$ cat config.mk
export PLATFORM = sky130hd
export DESIGN_NAME = piso_tx_flat
export DESIGN_NICKNAME = d
export VERILOG_FILES = /design/src/rtl/piso_pkg.sv /design/src/rtl/piso_tx_if.sv /design/src/rtl/piso_tx.sv /design/src/flat_wrapper.sv
export SDC_FILE = /design/constraint.sdc
export NUM_CORES = 1
export LEC_CHECK = 0
export ABC_CLOCK_PERIOD_IN_PS = 1780
export CORE_AREA = 2 2 39 41
export CTS_CLUSTER_SIZE = 24
export DETAILED_ROUTE_END_ITERATION = 7
export DIE_AREA = 0 0 41 43
export SLEW_MARGIN = 20
export SYNTH_ARGS = -nofsm -noshare
export SYNTH_HDL_FRONTEND = slang
export SYNTH_SLANG_ARGS = --single-unit
$ cat constraint.sdc
create_clock -name clk -period 1.78 [get_ports clk]
set_input_delay 0.356 -clock clk [delete_from_list [all_inputs] [get_ports clk]]
set_output_delay 0.356 -clock clk [all_outputs]
set_load 0.05 [all_outputs]
$ cat src/rtl/piso_pkg.sv
// Shared types and defaults for the piso_tx serial transmitter.
package piso_pkg;

    typedef enum logic {
        IDLE  = 1'b0,
        SHIFT = 1'b1
    } piso_state_t;

    localparam int PISO_WIDTH_DEF = 4;

endpackage

$ cat src/rtl/piso_tx_if.sv
// Load handshake plus serial line of piso_tx; the transmitter takes the slave side.
interface piso_tx_if
    import piso_pkg::*;
#(
    parameter int WIDTH = PISO_WIDTH_DEF
);

    logic             load_valid;
    logic [WIDTH-1:0] load_data;
    logic             load_ready;
    logic             dout;
    logic             dout_valid;
    logic             word_done;

    modport master (
        output load_valid,
        output load_data,
        input  load_ready,
        input  dout,
        input  dout_valid,
        input  word_done
    );

    modport slave (
        input  load_valid,
        input  load_data,
        output load_ready,
        output dout,
        output dout_valid,
        output word_done
    );

endinterface

$ cat src/rtl/piso_tx.sv
// Parallel-in serial-out transmitter: one WIDTH-bit word per frame, LSB first.
// Define PISO_TX_PARITY_EN to append an even-parity bit to every frame.
module piso_tx
    import piso_pkg::*;
#(
    parameter int WIDTH = PISO_WIDTH_DEF
) (
    input  logic     clk,
    input  logic     rst_n,
    piso_tx_if.slave bus
);

`ifdef PISO_TX_PARITY_EN
    localparam int FRAME_LEN = WIDTH + 1;
`else
    localparam int FRAME_LEN = WIDTH;
`endif
    localparam int               CNT_W    = $clog2(WIDTH + 1);
    localparam logic [CNT_W-1:0] LAST_CNT = CNT_W'(FRAME_LEN - 1);

    piso_state_t      state, state_n;
    logic [WIDTH-1:0] shreg, shreg_n;
    logic [CNT_W-1:0] cnt, cnt_n;
    logic             dout_valid_q, dout_valid_n;
    logic             word_done_q, word_done_n;
    logic             last_bit;
    logic             ready;
    logic             accept;
`ifdef PISO_TX_PARITY_EN
    logic             par, par_n;
`endif

    // Ready depends on state and counter only, so a frame boundary can take the next word.
    assign last_bit = (state == SHIFT) && (cnt == LAST_CNT);
    assign ready    = (state == IDLE) || last_bit;
    assign accept   = bus.load_valid && ready;

    // shreg[0] is the line bit; shreg is cleared whenever no frame is running.
    assign bus.load_ready = ready;
    assign bus.dout       = shreg[0];
    assign bus.dout_valid = dout_valid_q;
    assign bus.word_done  = word_done_q;

    always_comb begin
        // NOTE: every output of this block gets a default first, so no path infers a latch.
        state_n      = state;
        shreg_n      = shreg;
        cnt_n        = cnt;
        dout_valid_n = 1'b0;
        word_done_n  = 1'b0;
`ifdef PISO_TX_PARITY_EN
        par_n        = par;
`endif
        if (accept) begin
            state_n      = SHIFT;
            shreg_n      = bus.load_data;
            cnt_n        = '0;
            dout_valid_n = 1'b1;
`ifdef PISO_TX_PARITY_EN
            par_n        = ^bus.load_data;
`endif
        end else if ((state == SHIFT) && !last_bit) begin
            // Parity is shifted in at the top so it reaches bit 0 right after the last data bit.
`ifdef PISO_TX_PARITY_EN
            shreg_n = {par, shreg[WIDTH-1:1]};
`else
            shreg_n = {1'b0, shreg[WIDTH-1:1]};
`endif
            cnt_n        = cnt + CNT_W'(1);
            dout_valid_n = 1'b1;
            word_done_n  = (cnt_n == LAST_CNT);
        end else begin
            state_n = IDLE;
            shreg_n = '0;
            cnt_n   = '0;
        end
    end

    // NOTE: sequential state uses non-blocking assignments so every flop samples pre-edge values.
    always_ff @(posedge clk or negedge rst_n) begin
        if (!rst_n) begin
            state        <= IDLE;
            shreg        <= '0;
            cnt          <= '0;
            dout_valid_q <= 1'b0;
            word_done_q  <= 1'b0;
        end else begin
            state        <= state_n;
            shreg        <= shreg_n;
            cnt          <= cnt_n;
            dout_valid_q <= dout_valid_n;
            word_done_q  <= word_done_n;
        end
    end

`ifdef PISO_TX_PARITY_EN
    always_ff @(posedge clk or negedge rst_n) begin
        if (!rst_n) begin
            par <= 1'b0;
        end else begin
            par <= par_n;
        end
    end
`endif

endmodule

$ cat src/flat_wrapper.sv
// flat-port wrapper written by rule: the top's interface ports become plain ports
module piso_tx_flat import piso_pkg::*;
#(
    parameter int WIDTH = PISO_WIDTH_DEF
)
  (clk, rst_n, bus_load_valid, bus_load_data, bus_load_ready, bus_dout, bus_dout_valid, bus_word_done);
  piso_tx_if #(.WIDTH(WIDTH)) bus_i ();
  input  logic clk;
  input  logic rst_n;
  input wire logic [$bits(bus_i.load_valid)-1:0] bus_load_valid;
  input wire logic [$bits(bus_i.load_data)-1:0] bus_load_data;
  output wire logic [$bits(bus_i.load_ready)-1:0] bus_load_ready;
  output wire logic [$bits(bus_i.dout)-1:0] bus_dout;
  output wire logic [$bits(bus_i.dout_valid)-1:0] bus_dout_valid;
  output wire logic [$bits(bus_i.word_done)-1:0] bus_word_done;
  assign bus_i.load_valid = bus_load_valid;
  assign bus_i.load_data = bus_load_data;
  assign bus_load_ready = bus_i.load_ready;
  assign bus_dout = bus_i.dout;
  assign bus_dout_valid = bus_i.dout_valid;
  assign bus_word_done = bus_i.word_done;
  piso_tx #(.WIDTH(WIDTH)) u_core (.clk(clk), .rst_n(rst_n), .bus(bus_i));
endmodule
### After elaboration in Yosys (flattened, before gate mapping)

Index checks and enable logic that the tools add are counted.

| storage, ports and cells | value |
|---|---|
| register bits after elaboration | 10 |
| output and inout port bits | 4 |
| word-level logic and storage cells | 25 |
| input port bits | 7 |

| operators by class | value |
|---|---|
| eq/ne operators | 3 |
| reductions and logical operators | 5 |
| bitwise operators | 1 |
| add/subtract/negate cells | 1 |
| mux-type cells | 10 |

Operator list:

| kind | count |
|---|---|
| $mux 3 | 3 |
| $eq 3x2->1 const B | 2 |
| $mux 1 | 6 |
| $mux 4 | 1 |
| $add 3x1->3 const B | 1 |
| $logic_and 1x1->1 | 3 |
| $ne 2x1->1 const B | 1 |
| $logic_not 1->1 | 1 |
| $logic_or 1x1->1 | 1 |
| $not 1->1 | 1 |

### Depth between registers and ports, before layout

| depth | value |
|---|---|
| depth after elaboration | 6 |
| gate-level depth with buffers | 5 |
| depth with buffers taken out | 5 |

### Least setup slack after synthesis

No wires, ideal clock.

| timing path | value |
|---|---|
| path type | register to output |
| start | register u_core.cnt[0] |
| end | output port bus_load_ready |
| buffers on the path | 0 |
| arrival | 1.071 ns |
| stages on the path, launching flop included | 5 |
| data required time | 1.424 ns |
| path slack | 0.353 ns |
| cell sequence | dfrtp_1 -> ha_1 -> ha_1 -> nor2b_4 -> inv_2 |

| between the ends | value |
|---|---|
| longest elaborated chain between the ends | 3 |

RTL lines:

| element | RTL line | source |
|---|---|---|
| start, declared | piso_tx.sv:23 | `logic [CNT_W-1:0] cnt, cnt_n;` |
| start signal, assigned | piso_tx.sv:90 | `cnt <= cnt_n;` |
| $eq 3x2->1 | piso_tx.sv:34 | `assign last_bit = (state == SHIFT) && (cnt == LAST_CNT);` |
| $logic_and 1x1->1 | piso_tx.sv:34 |  |
| $logic_or 1x1->1 | piso_tx.sv:35 | `assign ready = (state == IDLE) \|\| last_bit;` |
| end, declared | flat_wrapper.sv:12 | `output wire logic [$bits(bus_i.load_ready)-1:0] bus_load_ready;` |

No other way between the ends.

### Final worst setup path

Same ends and word-level chain as after synthesis.

==> metrics.txt <==
drt drc 0; Static Leak 0.279 nW; TritonCTS clock tree done; register bit total from synthesis 10; final hold violations 0; clock buffer depth 2; initial antenna violation count 0; Antenna Cells 0; PwrDens 1740 nW/um2; first-pass GRT wire length 1160 um; fin cells 65; share of cells above drive strength 1 0.265; syn_nets 43; Total GRT Usage 0.105; Yosys warning total 0; Setup Skew 0.000157 ns; crit path capture type output port; Tot Pwr 0.972 mW; dpl hpwl 488 um; Via density 4.34; vias in the first global route 278; sequential share of the synthesized area 0.629; Critical-path top delay cell dfrtp_1; Overflow after GRT 0; core area 1380 um2; drt total wl 667 um; nets 61; critical path fanouts, max 4; Mapped Area 398 um2; worst vdd ir 0.000784 V; Final TNS setup 0 ns; Clock Sinks 10; CP Class flip-flop to output port; Hold/Removal Path Class input port to async pin; wire per inst 10.3 um; syn_area_per_cell 12.1 um2; crit path launch type flip-flop; Worst Path Buf+Inv 2; slew margin rel. 0.711; Slew Limit Fails 0; Inserted Clock Buffers 3; fmax 586 MHz; Data required, critical path 1.42 ns; Syn-to-layout area delta 40.6%; die area 1760 um2; RSZ-0062 raised after global routing no; largest net degree at the start of global routing 11; die height 43 um; I/O pins 11; CTS Hold Bufs 0; crit path DAT 1.35 ns; Tcrit/Tclk final 0.958; detailed-route via count 282; Clock Latency Late Sink 0.26 ns; Critical Path, Cell by Cell ha_1 > ha_2 > nor2b_4 > inv_2 > buf_6; Antenna Nets Post-Route 0; H-tree depth 1; Worst path top cell family by delay adder cells; maxcap violations 0; status finished, final reports clean; DRT Pass-1 Iters 2; Cells after Synth 33; worst slew pin tran 0.432 ns; root buf cell clkbuf_4; Starting Density 0.288; Port Buffers 10; post-layout min period 1.71 ns; DP Cell Count 60; Max stage delay on crit path 0.38 ns; Worst-path clk slew 0.06 ns; Netlist cell types 11; final setup fails 0; # rows 14; die width 41 um; GPL Wtd Cong 0.730; starting DRC count in detailed routing 3
## worst paths after layout
kind / from / end / slack, ns / cells past startpoint
max in group asynchronous: rst_n / u_core.cnt[1]$_DFF_PN0_ / 1.08 / 1
min in group clk: u_core.shreg[3]$_DFF_PN0_ / u_core.shreg[2]$_DFF_PN0_ / 0.49 / 2
setup reg to reg: u_core.cnt[0]$_DFF_PN0_ / u_core.shreg[3]$_DFF_PN0_ / 0.41 / 6
hold / removal: rst_n / u_core.bus.dout_valid$_DFF_PN0_ / 0.40 / 1
hold reg to reg: u_core.shreg[3]$_DFF_PN0_ / u_core.shreg[2]$_DFF_PN0_ / 0.49 / 2
setup / recovery: u_core.cnt[0]$_DFF_PN0_ / bus_load_ready / 0.07 / 5
## sequential cells by signal (all words and copies together), names as in the netlist
name / flops
u_core.bus.dout_valid: 1
u_core.bus.word_done: 1
u_core.cnt: 3
u_core.shreg: 4
u_core.state: 1
## layout by cell type (no fill, tap or decap)
| cell | instances |
|---|---|
| and3_1 | 2 |
| buf_4 | 6 |
| buf_6 | 1 |
| clkbuf_4 | 3 |
| clkdlybuf4s50_1 | 6 |
| dfrtp_1 | 10 |
| ha_1 | 2 |
| ha_2 | 1 |
| inv_1 | 2 |
| inv_2 | 1 |
| nand2_1 | 3 |
| nand2b_1 | 2 |
| nand3b_1 | 3 |
| nor2_1 | 3 |
| nor2b_4 | 1 |
| o21ai_0 | 3 |
## metal layers
layer / GRT usage / wire (um) / up-vias
met3: 0.0314 / 62 / 4
li1: - / - / 141
met5: 0 / 0 / -
met2: 0.131 / 299 / 12
met1: 0.135 / 276 / 125
met4: 0.100 / 28 / 0
## report_power, final
part / switching (mW) / internal (mW) / total [mW]
combinational: 0.275 / 0.206 / 0.480
clock: 0.0705 / 0.0778 / 0.148
sequential: 0.0318 / 0.312 / 0.344
total: 0.377 / 0.595 / 0.972
## cell type report
| class | count | area [um2] |
|---|---|---|
| clock buffers | 3 | 22.5 |
| fillers | 156 | 825 |
| inverters | 3 | 11.3 |
| multi-input cells | 20 | 139 |
| flip-flops and latches | 10 | 250 |
| well taps | 16 | 20.0 |
| repair buffers | 13 | 116 |
## Yosys cell counts
master	n	share of area
and3_1	2	0.031
dfrtp_1	10	0.63
ha_1	3	0.094
inv_1	2	0.019
inv_2	1	0.0094
nand2_1	3	0.028
nand2b_1	2	0.031
nand3b_1	3	0.057
nor2_1	3	0.028
nor2b_4	1	0.035
o21ai_0	3	0.038
## timing repair
item,in CTS,in global routing
resized for setup,1,1
buffers inserted,1,1
endpoints found under the setup margin,1,1
## kinds of logic (layout without fill, tap and decap cells)
group / Yosys count / after routing / share of synthesized area
and+or+nand+nor: 14 / 14 / 0.211
AOI/OAI and AO/OA: 3 / 3 / 0.0377
adders and majority gates: 3 / 3 / 0.0943
buffers and inverters: 3 / 19 / 0.0283
DFF: 10 / 10 / 0.629
## worst reg2reg max path, delay by kind of cell (launching register included)
kind	cells	cell delay (ns)
adder cells (fa/ha/maj)	2	0.40
buffers and inverters	2	0.19
flip-flops	1	0.38
AND/OR/NAND/NOR	2	0.29
## metrics by stage
stage	worst slack, ns	util	area (um2)	hold slack (ns)
floorplan	0.353	-	398	0.0604
global placement	0.225	0.373	515	0.441
detailed placement	0.219	0.373	515	0.450
CTS	0.0155	0.396	548	0.422
global route	0.0270	0.404	559	0.450
finish	0.0745	0.404	559	0.403
Note: power is estimated with default switching activity, not from simulation.
